**config.mk**
```make
export PLATFORM = sky130hd
export DESIGN_NAME = universal_shift_reg
export DESIGN_NICKNAME = d
export VERILOG_FILES = /design/src/rtl/universal_shift_reg.sv
export SDC_FILE = /design/constraint.sdc
export NUM_CORES = 1
export LEC_CHECK = 0
export ABC_AREA = 0
export CAP_MARGIN = 25
export CORE_MARGIN = 2
export CORE_UTILIZATION = 30
export DETAILED_ROUTE_END_ITERATION = 12
export DONT_BUFFER_PORTS = 1
export PLACE_DENSITY_LB_ADDON = 0.12
export SLEW_MARGIN = 15
export SYNTH_ARGS = -nofsm -noshare
export SYNTH_HDL_FRONTEND = slang
export SYNTH_SLANG_ARGS = --single-unit
```
**constraint.sdc**
```tcl
create_clock -name clk -period 1.5 [get_ports clk]
set_input_delay 0.15 -clock clk [delete_from_list [all_inputs] [get_ports clk]]
set_output_delay 0.15 -clock clk [all_outputs]
set_load 0.01 [all_outputs]
```
**src/rtl/universal_shift_reg.sv**
```systemverilog
// Universal shift register with a command handshake.
// Single-cycle ops (NOP/LOAD/REVERSE/GROUP_REV) complete at the accept edge.
// Multi-step ops (ROTL/ROTR/SHL/ASR) then run one 1-bit step per clock
// for cmd_amt cycles. done pulses for one cycle after every completed command.
module universal_shift_reg #(
  parameter int WIDTH = 8,
  parameter int GROUP = 4,
  localparam int AW = $clog2(WIDTH)
) (
  input  logic             clk,
  input  logic             rst,
  input  logic             cmd_valid,
  output logic             cmd_ready,
  input  logic [2:0]       cmd_op,
  input  logic [AW-1:0]    cmd_amt,
  input  logic [WIDTH-1:0] data_in,
  input  logic             ser_in,
  output logic [WIDTH-1:0] q,
  output logic             busy,
  output logic             done
);

  localparam int NG = WIDTH / GROUP;

  localparam logic [0:0] IDLE = 1'b0;
  localparam logic [0:0] RUN  = 1'b1;

  // Opcode encodings
  localparam logic [2:0] OP_NOP  = 3'b000;
  localparam logic [2:0] OP_LOAD = 3'b001;
  localparam logic [2:0] OP_REV  = 3'b010;
  localparam logic [2:0] OP_GREV = 3'b011;

  // Low two bits of a multi-step opcode select the step kind
  localparam logic [1:0] ST_ROTL = 2'b00;
  localparam logic [1:0] ST_ROTR = 2'b01;
  localparam logic [1:0] ST_SHL  = 2'b10;
  localparam logic [1:0] ST_ASR  = 2'b11;

  logic [0:0]       r_state;
  logic [AW-1:0]    r_count;
  logic [1:0]       r_op;
  logic [WIDTH-1:0] r_q;
  logic             r_done;

  logic [WIDTH-1:0] w_reverse;
  logic [WIDTH-1:0] w_group_rev;
  logic [WIDTH-1:0] w_single;
  logic [WIDTH-1:0] w_step;

  // Full bit reversal: bit i moves to bit WIDTH-1-i
  for (genvar gi = 0; gi < WIDTH; gi++) begin : g_rev
    assign w_reverse[gi] = r_q[WIDTH-1-gi];
  end

  // Group reversal: group g moves to slot NG-1-g, bits inside a group keep order
  for (genvar gi = 0; gi < NG; gi++) begin : g_grev
    assign w_group_rev[gi*GROUP +: GROUP] = r_q[(NG-1-gi)*GROUP +: GROUP];
  end

  // Result of a single-cycle op applied to the current contents
  always_comb begin
    w_single = r_q;
    case (cmd_op)
      OP_NOP:  w_single = r_q;
      OP_LOAD: w_single = data_in;
      OP_REV:  w_single = w_reverse;
      OP_GREV: w_single = w_group_rev;
      default: w_single = r_q;
    endcase
  end

  // One 1-bit step of the latched multi-step op; ser_in is sampled live
  always_comb begin
    w_step = r_q;
    case (r_op)
      ST_ROTL: w_step = {r_q[WIDTH-2:0], r_q[WIDTH-1]};
      ST_ROTR: w_step = {r_q[0], r_q[WIDTH-1:1]};
      ST_SHL:  w_step = {r_q[WIDTH-2:0], ser_in};
      ST_ASR:  w_step = {r_q[WIDTH-1], r_q[WIDTH-1:1]};
      default: w_step = r_q;
    endcase
  end

  // Command acceptance, RUN stepping and completion pulse
  always_ff @(posedge clk or posedge rst) begin
    if (rst) begin
      r_state <= IDLE;
      r_count <= '0;
      r_op    <= '0;
      r_q     <= '0;
      r_done  <= 1'b0;
    end else begin
      r_done <= 1'b0;
      case (r_state)
        IDLE: begin
          if (cmd_valid) begin
            if (!cmd_op[2]) begin
              r_q    <= w_single;
              r_done <= 1'b1;
            end else if (cmd_amt == '0) begin
              // Zero-length shift degenerates to a NOP
              r_done <= 1'b1;
            end else begin
              r_op    <= cmd_op[1:0];
              r_count <= cmd_amt;
              r_state <= RUN;
            end
          end
        end
        RUN: begin
          r_q     <= w_step;
          r_count <= r_count - AW'(1);
          if (r_count == AW'(1)) begin
            r_state <= IDLE;
            r_done  <= 1'b1;
          end
        end
        default: r_state <= IDLE;
      endcase
    end
  end

  assign cmd_ready = (r_state == IDLE);
  assign busy      = (r_state == RUN);
  assign done      = r_done;
  assign q         = r_q;

endmodule

```
### After elaboration in Yosys (flattened, before gate mapping)

Index checks and enable logic that the tools add are counted.
W data, S select, Z words.

* register bits after elaboration: 15
* latch bits: 0
* bits in writable memories: 0
* memory bits (read-only): 0
* word-level logic and storage cells: 47
* memories: 0

* add/subtract/negate cells: 1
* multiply operators: 0
* div/mod/pow operators: 0
* magnitude comparators: 0
* equal/unequal tests: 13
* shift operators: 0
* multiplexer cells: 19
* bitwise logic cells: 2
* reduce and logical (&&, ||, !) cells: 6

Operator list (number)
* $pmux W8 S4: 1
* $pmux W8 S3: 1
* $mux W8: 2
* $pmux W8 S2: 1
* $mux W3: 3
* $mux W1: 8
* $ne A2 B2 Y1 const B: 4
* $reduce_and A4 Y1: 2
* $eq A3 B1 Y1 const B: 2
* $eq A3 B2 Y1 const B: 2
* $pmux W3 S2: 1
* $reduce_and A3 Y1: 2
* $eq A2 B2 Y1 const B: 2
* $ne A4 B1 Y1 const B: 1
* $pmux W1 S2: 2
* $logic_not A3 Y1: 1
* $sub A3 B1 Y3 const B: 1
* $eq A2 B1 Y1 const B: 1
* $logic_not A2 Y1: 1
* $ne A2 B1 Y1 const B: 1
* $not A1 Y1: 2

### Depth between registers and ports, before layout

Gate-level depths: netlist of the first run.

* depth after elaboration: 5
* depth in mapped cells: 5
* gate-level depth less buffers: 5

### Worst setup path before layout of the first run

Ideal clock, no wire load.

* path type: register -> register
* start point: reg r_state, in the netlist busy
* end point: reg r_op[0]
* library setup time: 0.125 ns
* arrival time: 1.135 ns
* required time: 1.375 ns
* slack: 0.239 ns
* cell stages (with the launch flop): 5
* buffers on the path: 1
* period minus slack after synthesis: 1.261 ns
* cell sequence: dfrtp_1 clkbuf_2 inv_2 and3_4 mux2_4

* word-level cells in the longest chain between the ends: 2

Ends and longest elaborated chain
* start: declaration: RTL line 40 `logic [0:0] r_state;`
* start signal: assignment: RTL line 88 `r_state <= IDLE;`
* start signal: assignment: RTL line 107 `r_state <= RUN;`
* start signal: assignment: RTL line 115 `r_state <= IDLE;`
* $not A1 Y1 (no source line)
* $reduce_and A4 Y1 (no source line)
* end signal: assignment: RTL line 105 `r_op <= cmd_op[1:0];`
* end: declaration: RTL line 42 `logic [1:0] r_op;`

Every way passes these cells.
A chain may end at the register's enable or synchronous reset.

### Worst setup path in the final report of the first run

* start point: reg r_op[0]
* end point: reg r_q[5], in the netlist q[5]

* word-level cells in the longest chain between the ends: 3
* elaborated cells between the ends (all ways): 6
* classes of those cells: 3 x eq/ne; 2 x mux; 1 x reduce/logical

Ends and longest elaborated chain
* $eq A2 B2 Y1 (tied with other cells): RTL line 76 `case (r_op)`
* $pmux W8 S4 (*): RTL line 76
* $pmux W8 S2 (*): RTL line 95 `case (r_state)`
* end signal: assignment: RTL line 99 `r_q <= w_single;`
* end signal: assignment: RTL line 112 `r_q <= w_step;`
* end: declaration: RTL line 43 `logic [WIDTH-1:0] r_q;`

Mark *: on every way between the ends. The rest lies on a longest branch, timed or not.

==> summary.md, run 1 <==
| Metric | Value |
|---|---|
| Cells on worst reg2reg path | `3` |
| First-pass GRT wire length | `4.44 mm` |
| H-tree depth | `1` |
| Cell taking the most area after synthesis | `dfrtp_1` |
| Clk sinks | `15` |
| CP max FO | `10` |
| Layout Skew | `4.56 ps` |
| Width of the die | `63.4 µm` |
| Outcome | `complete, no violations` |
| FF+latch count, synth | `15` |
| Crit Path Class | `register to register` |
| Count of cell types in the netlist | `33` |
| Seq/Total Area, Yosys | `0.355` |
| Post-Synth XOR/XNOR Area | `0` |
| Share of layout cells above drive strength 1 | `0.181` |
| Total Power | `roughly 2300 µW` |
| Slew margin rel. | `0.575` |
| DRC | `0` |
| Max Buffers Root-to-Sink | `2` |
| Hold WC Path Type | `input pin to register` |
| Largest net degree at the start of global routing | `17` |
| Final setup viols | `0` |
| Most used cell, CP | `o21ai_1` |
| DR iter-0 viols | `29` |
| Min Tclk post-route | `1260 ps` |
| Std-Cell Rows | `21` |
| Commonest non-fill, non-tap cell in the layout | `dfrtp_1` |
| Reg clk slew, reported paths | `100 ps` |
| Die Footprint | `approximately 0.0040 mm²` |
| CTS tree | `yes` |
| Fin. Hold Viols | `0` |
| Cell Pwr Density | `2050 mW/mm²` |
| CP Capture Type | `register` |
| Tot GR Track Use | `0.142` |
| VDD IR max | `about 0.61 mV` |
| Max Slew Vio Count | `0` |
| Post-Place Worst Slack | `between 200 and 300 ps` |
| DRT Pass-1 Iters | `4` |
| Syn nets | `approximately 130` |
| Synth Area per Inst | `~9.4 µm²` |
| Antenna violations before repair | `0` |
| Slowest stage delay, CP | `roughly 550 ps` |
| Post-synth top area share | `0.355` |
| WP data arrival | `approximately 1400 ps` |
| CTS Root Cell | `clkbuf_4` |
| RSZ-0062 raised after global routing | `no` |
| Vias in the first global route | `about 840` |
| Crit path launch type | `register` |
| Final period util | `0.839` |
| WL/cell | `16.2 µm` |
| Synth Cell Area | `around 0.0011 mm²` |
| FMAX | `794 MHz` |
| Simple-Gate Fraction of Synth Area | `0.116` |
| Area grow syn2layout | `8.52%` |
| Synth warnings | `0` |
| Cells after Synth | `between 100 and 150` |
| Post-DP HPWL | `between 1.5 and 2 mm` |
| Leak Pwr | `~0.00046 µW` |
| Initial core utilization | `0.314` |
| N_diodes | `0` |
| IO Pins | `29` |
| Core ar. | `0.00336 mm²` |
| Post-DRT Antenna Nets | `0` |
| Routability cong. | `0.735` |
| Die height | `roughly 63 µm` |
| Most frequent cells in the layout | `dfrtp_1 (15), o21ai_1 (14), nand2_1 (11)` |
| Vias | `860` |
| # Max-Cap Violations | `0` |
| Vias per std cell | `approximately 5.3` |
| Worst Hold Depth | `2` |
| Cts hold-fix bufs | `3` |
| Ranking of synthesized cells by area | `dfrtp_1 (36%), mux2i_1 (8.5%), mux2_2 (7.5%)` |
| Worst setup margin | `roughly 240 ps` |
| Adder-cell share of the synthesized area | `0.0237` |
| Mux share of post-synthesis cell area | `0.188` |
| Core Util, Final | `0.341` |
| Crit path max-delay cell type | `dfrtp_1` |
| Post-CTS Setup Bufs | `0` |
| Gr ovfl total | `0` |
| Compound-cell area share of the yosys netlist | `0.259` |
| TritonCTS Buffers | `3` |
| Port Buffer Count | `0` |
| Required @ worst endpoint | `about 1700 ps` |
| Post-CTS sizing | `0` |
| Clock Latency Late Sink | `280 ps` |
| Main combinational cell family by area after synthesis | `compound AO/OA/AOI/OAI gates` |
| Cell chain of the critical path | `mux2_2 > o21ai_1 > o21ai_1` |
| Post-Route WL | `2.62 mm` |
| Layout Nets | `137` |
| Fin Setup TNS | `0 ps` |
| Slew @ Worst Pin | `~640 ps` |
==> area by class of cell <==
type / instances / area, µm²
inverter: 6 / 22.5
sequential: 15 / 375
tap: 46 / 57.6
clock buffer: 4 / 26.3
multi-input combinational: 86 / 621
fill: 383 / 2220
timing repair buffer: 5 / 45.0
==> metrics by stage <==
step | instances | hold slack (ps) | area [µm²]
after floorplan | 113 | 51.5 | 1060
after global placement | 155 | 153 | 1090
after detailed placement | 155 | 169 | 1090
after CTS | 162 | 44.9 | 1150
after global routing | 162 | 63.4 | 1150
final | 162 | 62.7 | 1150
==> per-layer routing <==
layer	wire length, µm	GRT usage	share of wire
met1	1320	0.218	0.50
met2	1150	0.201	0.44
met3	135	0.0304	0.051
met4	18	0.0326	0.0069
met5	0	0	0
==> where the power goes <==
| part | leakage (µW) | switching, µW | internal (µW) |
|---|---|---|---|
| clock | 0.0000150 | 142 | 103 |
| sequential | 0.000174 | 367 | 615 |
| combinational | 0.000274 | 558 | 560 |
==> critical path, delay by kind of cell, from the launching register on <==
family | cells | cell delay (ps)
flops | 1 | 550
mux | 1 | 370
compound gates | 2 | 230
==> cells by family after synthesis <==
group           after synthesis
compound gates               40
buf+inv                      12
flops                        15
mux                          18
simple gates                 26
fa+ha+maj                     2
==> flip-flops by register name (all words and copies together) (netlist names) <==
name,count
r_count,3
q,8
done,1
busy,1
r_op,2
==> cell usage after synthesis <==
cell type,instances
buf_6,1
a311oi_1,1
nor2_1,10
o32ai_1,1
nand2_1,11
buf_4,1
nand2b_4,1
mux2i_1,9
nor3_1,1
nor3b_1,1
o22ai_1,1
a31oi_1,3
ha_1,2
mux2_4,2
inv_2,1
a211oi_1,4
o211ai_1,1
a211oi_2,2
inv_1,5
nand2b_1,1
mux2_2,7
o21ai_0,1
buf_2,3
o311ai_2,1
a22oi_1,1
o21a_1,2
and3_4,1
clkbuf_2,1
o31a_1,1
o21ai_1,14
dfrtp_1,15
a21oi_1,6
o21ai_4,1
==> final timing paths <==
check,from,end,slack (ps)
setup / recovery,r_op[0],q[5],240
setup reg to reg,r_op[0],q[5],240
min in group asynchronous,rst,q[7],380
hold / removal,data_in[4],q[4],60
hold reg to reg,r_count[2],done,510
max in group asynchronous,rst,r_count[0],710
(Power assumes the default switching activity.)
==> run 2: changes to the inputs <==
==> constraint.sdc (replaced) <==
create_clock -name clk -period 1.2 [get_ports clk]
set_input_delay 0.12 -clock clk [delete_from_list [all_inputs] [get_ports clk]]
set_output_delay 0.12 -clock clk [all_outputs]
set_load 0.01 [all_outputs]
==> summary.md, run 2 (same netlist as run 1, synthesis figures left out) <==
| Metric | Value |
|---|---|
| Max Buffers Root-to-Sink | `2` |
| Sequential cell area | `~380 µm²` |
| Commonest non-fill, non-tap cell in the layout | `buf_4` |
| Outcome | `complete, no violations` |
| DR iter-0 viols | `27` |
| Vias in the first global route | `875` |
| WP data arrival | `about 1300 ps` |
| Initial core utilization | `0.314` |
| Vias per std cell | `5.13` |
| Reg clk slew, reported paths | `roughly 90 ps` |
| Clk sinks | `15` |
| Routability cong. | `roughly 0.76` |
| Post-DP HPWL | `roughly 2.0 mm` |
| DRC | `0` |
| Slowest stage delay, CP | `440 ps` |
| First-pass GRT wire length | `4.53 mm` |
| IO Pins | `29` |
| Post-Place Worst Slack | `-47.4 ps` |
| CP max FO | `6` |
| Leak Pwr | `~0.00053 µW` |
| Final setup viols | `0` |
| Layout Skew | `about 2.2 ps` |
| Vias | `between 900 and 1000` |
| CTS tree | `yes` |
| Crit path launch type | `register` |
| Die Footprint | `approximately 0.004 mm²` |
| Die height | `about 63 µm` |
| Min Tclk post-route | `about 1200 ps` |
| Post-DRT Antenna Nets | `0` |
| Worst setup margin | `approximately 33 ps` |
| Layout Nets | `about 150` |
| Fin. Hold Viols | `0` |
| Worst Hold Depth | `2` |
| TritonCTS Buffers | `3` |
| CP Capture Type | `register` |
| Min-Delay Endpoint | `q[1]` |
| HP Start | `data_in[1]` |
| Crit path max-delay cell type | `dfrtp_1` |
| WL/cell | `15.5 µm` |
| CP top delay family | `flip-flops` |
| Cells on worst reg2reg path | `4` |
| Post-Route WL | `between 2 and 3 mm` |
| Tot GR Track Use | `0.143` |
| Slew @ Worst Pin | `432 ps` |
| Max Slew Vio Count | `0` |
| Slew margin rel. | `0.712` |
| Antenna violations before repair | `0` |
| Non-Filler Instances | `176` |
| VDD IR max | `just under 0.8 mV` |
| Std-Cell Rows | `21` |
| N_diodes | `0` |
| Share of layout cells above drive strength 1 | `0.315` |
| Crit Path Class | `register to register` |
| Final period util | `0.972` |
| Cell Pwr Density | `approximately 2600 mW/mm²` |
| RSZ-0062 raised after global routing | `yes` |
| CTS Root Cell | `clkbuf_4` |
| Area grow syn2layout | `21.8%` |
| Multi-input gate area | `about 630 µm²` |
| Placed Cells | `~170` |
| H-tree depth | `1` |
| Hold WC Path Type | `input pin to register` |
| Filler cell count | `~360` |
| Port Buffer Count | `0` |
| Core ar. | `roughly 0.0034 mm²` |
| # Max-Cap Violations | `0` |
| Clock Latency Late Sink | `around 280 ps` |
| Max reg flops | `8` |
| Required @ worst endpoint | `between 1000 and 1500 ps` |
| Width of the die | `approximately 63 µm` |
| Critical path buffer and inverter count | `2` |
| FMAX | `~860 MHz` |
| Reg2Reg Setup Slack | `about 33 ps` |
| DRT Pass-1 Iters | `4` |
| Reg2reg start | `busy` |
| Worst r2r dst | `q[5]` |
| Cell chain of the critical path | `buf_6 > buf_4 > a211oi_1 > o21ai_1` |
| Fin Setup TNS | `0 ps` |
| Gr ovfl total | `0` |
| Most frequent cells in the layout | `buf_4 (14), o21ai_1 (13), nand2_1 (11), dfrtp_1 (11), nor2_1 (10)` |
| Largest net degree at the start of global routing | `16` |
run 2: through the flow:
stage / total power (µW) / cell area (µm²) / utilization / hold slack, ps
finish: 3390 / 1290 / 0.383 / 21.0
global route: 3660 / 1290 / 0.383 / 17.2
CTS: 3360 / 1270 / 0.377 / 8.81
detailed placement: 2920 / 1180 / 0.350 / 33.3
global placement: 2900 / 1180 / 0.350 / 38.8
floorplan: 2350 / 1070 / - / 21.5
run 2: layout make-up:
type                       instances  area share
inverter                           6      0.0214
clock buffer                       4      0.0204
sequential                        15       0.295
multi-input combinational         86       0.489
timing repair buffer              19       0.129
tap                               46      0.0447
run 2: worst max path at each step:
stage	startpoint	endpoint	slack, ps	depth (start not counted)
CTS	r_op[0]	q[6]	20	3
global route	r_op[0]	q[3]	-20	3
finish	busy	q[5]	30	4
detailed placement	r_op[0]	q[6]	-50	3
floorplan	busy	r_op[0]	-20	4
global placement	r_op[0]	q[6]	-20	3
run 2: what timing repair did:
action	in CTS	in global routing
hold buffers	3	0
buffers inserted	2	1
gates cloned	0	0
pin swaps	0	3
gates resized for setup	2	5
endpoints found under the setup margin	7	5
hold endpoints to repair	17	0
run 2: per-layer routing:
metal | part of all wire | vias to the layer above | GRT usage
met1 | 0.51 | 437 | 0.210
met4 | 0.0062 | 0 | 0.0408
met3 | 0.040 | 2 | 0.0321
met5 | 0 | - | 0
met2 | 0.45 | 15 | 0.208
li1 | - | 448 | -
run 2: report_power, final:
| group | internal [µW] | total, µW | switching [µW] |
|---|---|---|---|
| clock network | 129 | 297 | 168 |
| registers | 786 | 1160 | 375 |
| logic | 1030 | 1930 | 905 |
| total | 1940 | 3390 | 1450 |
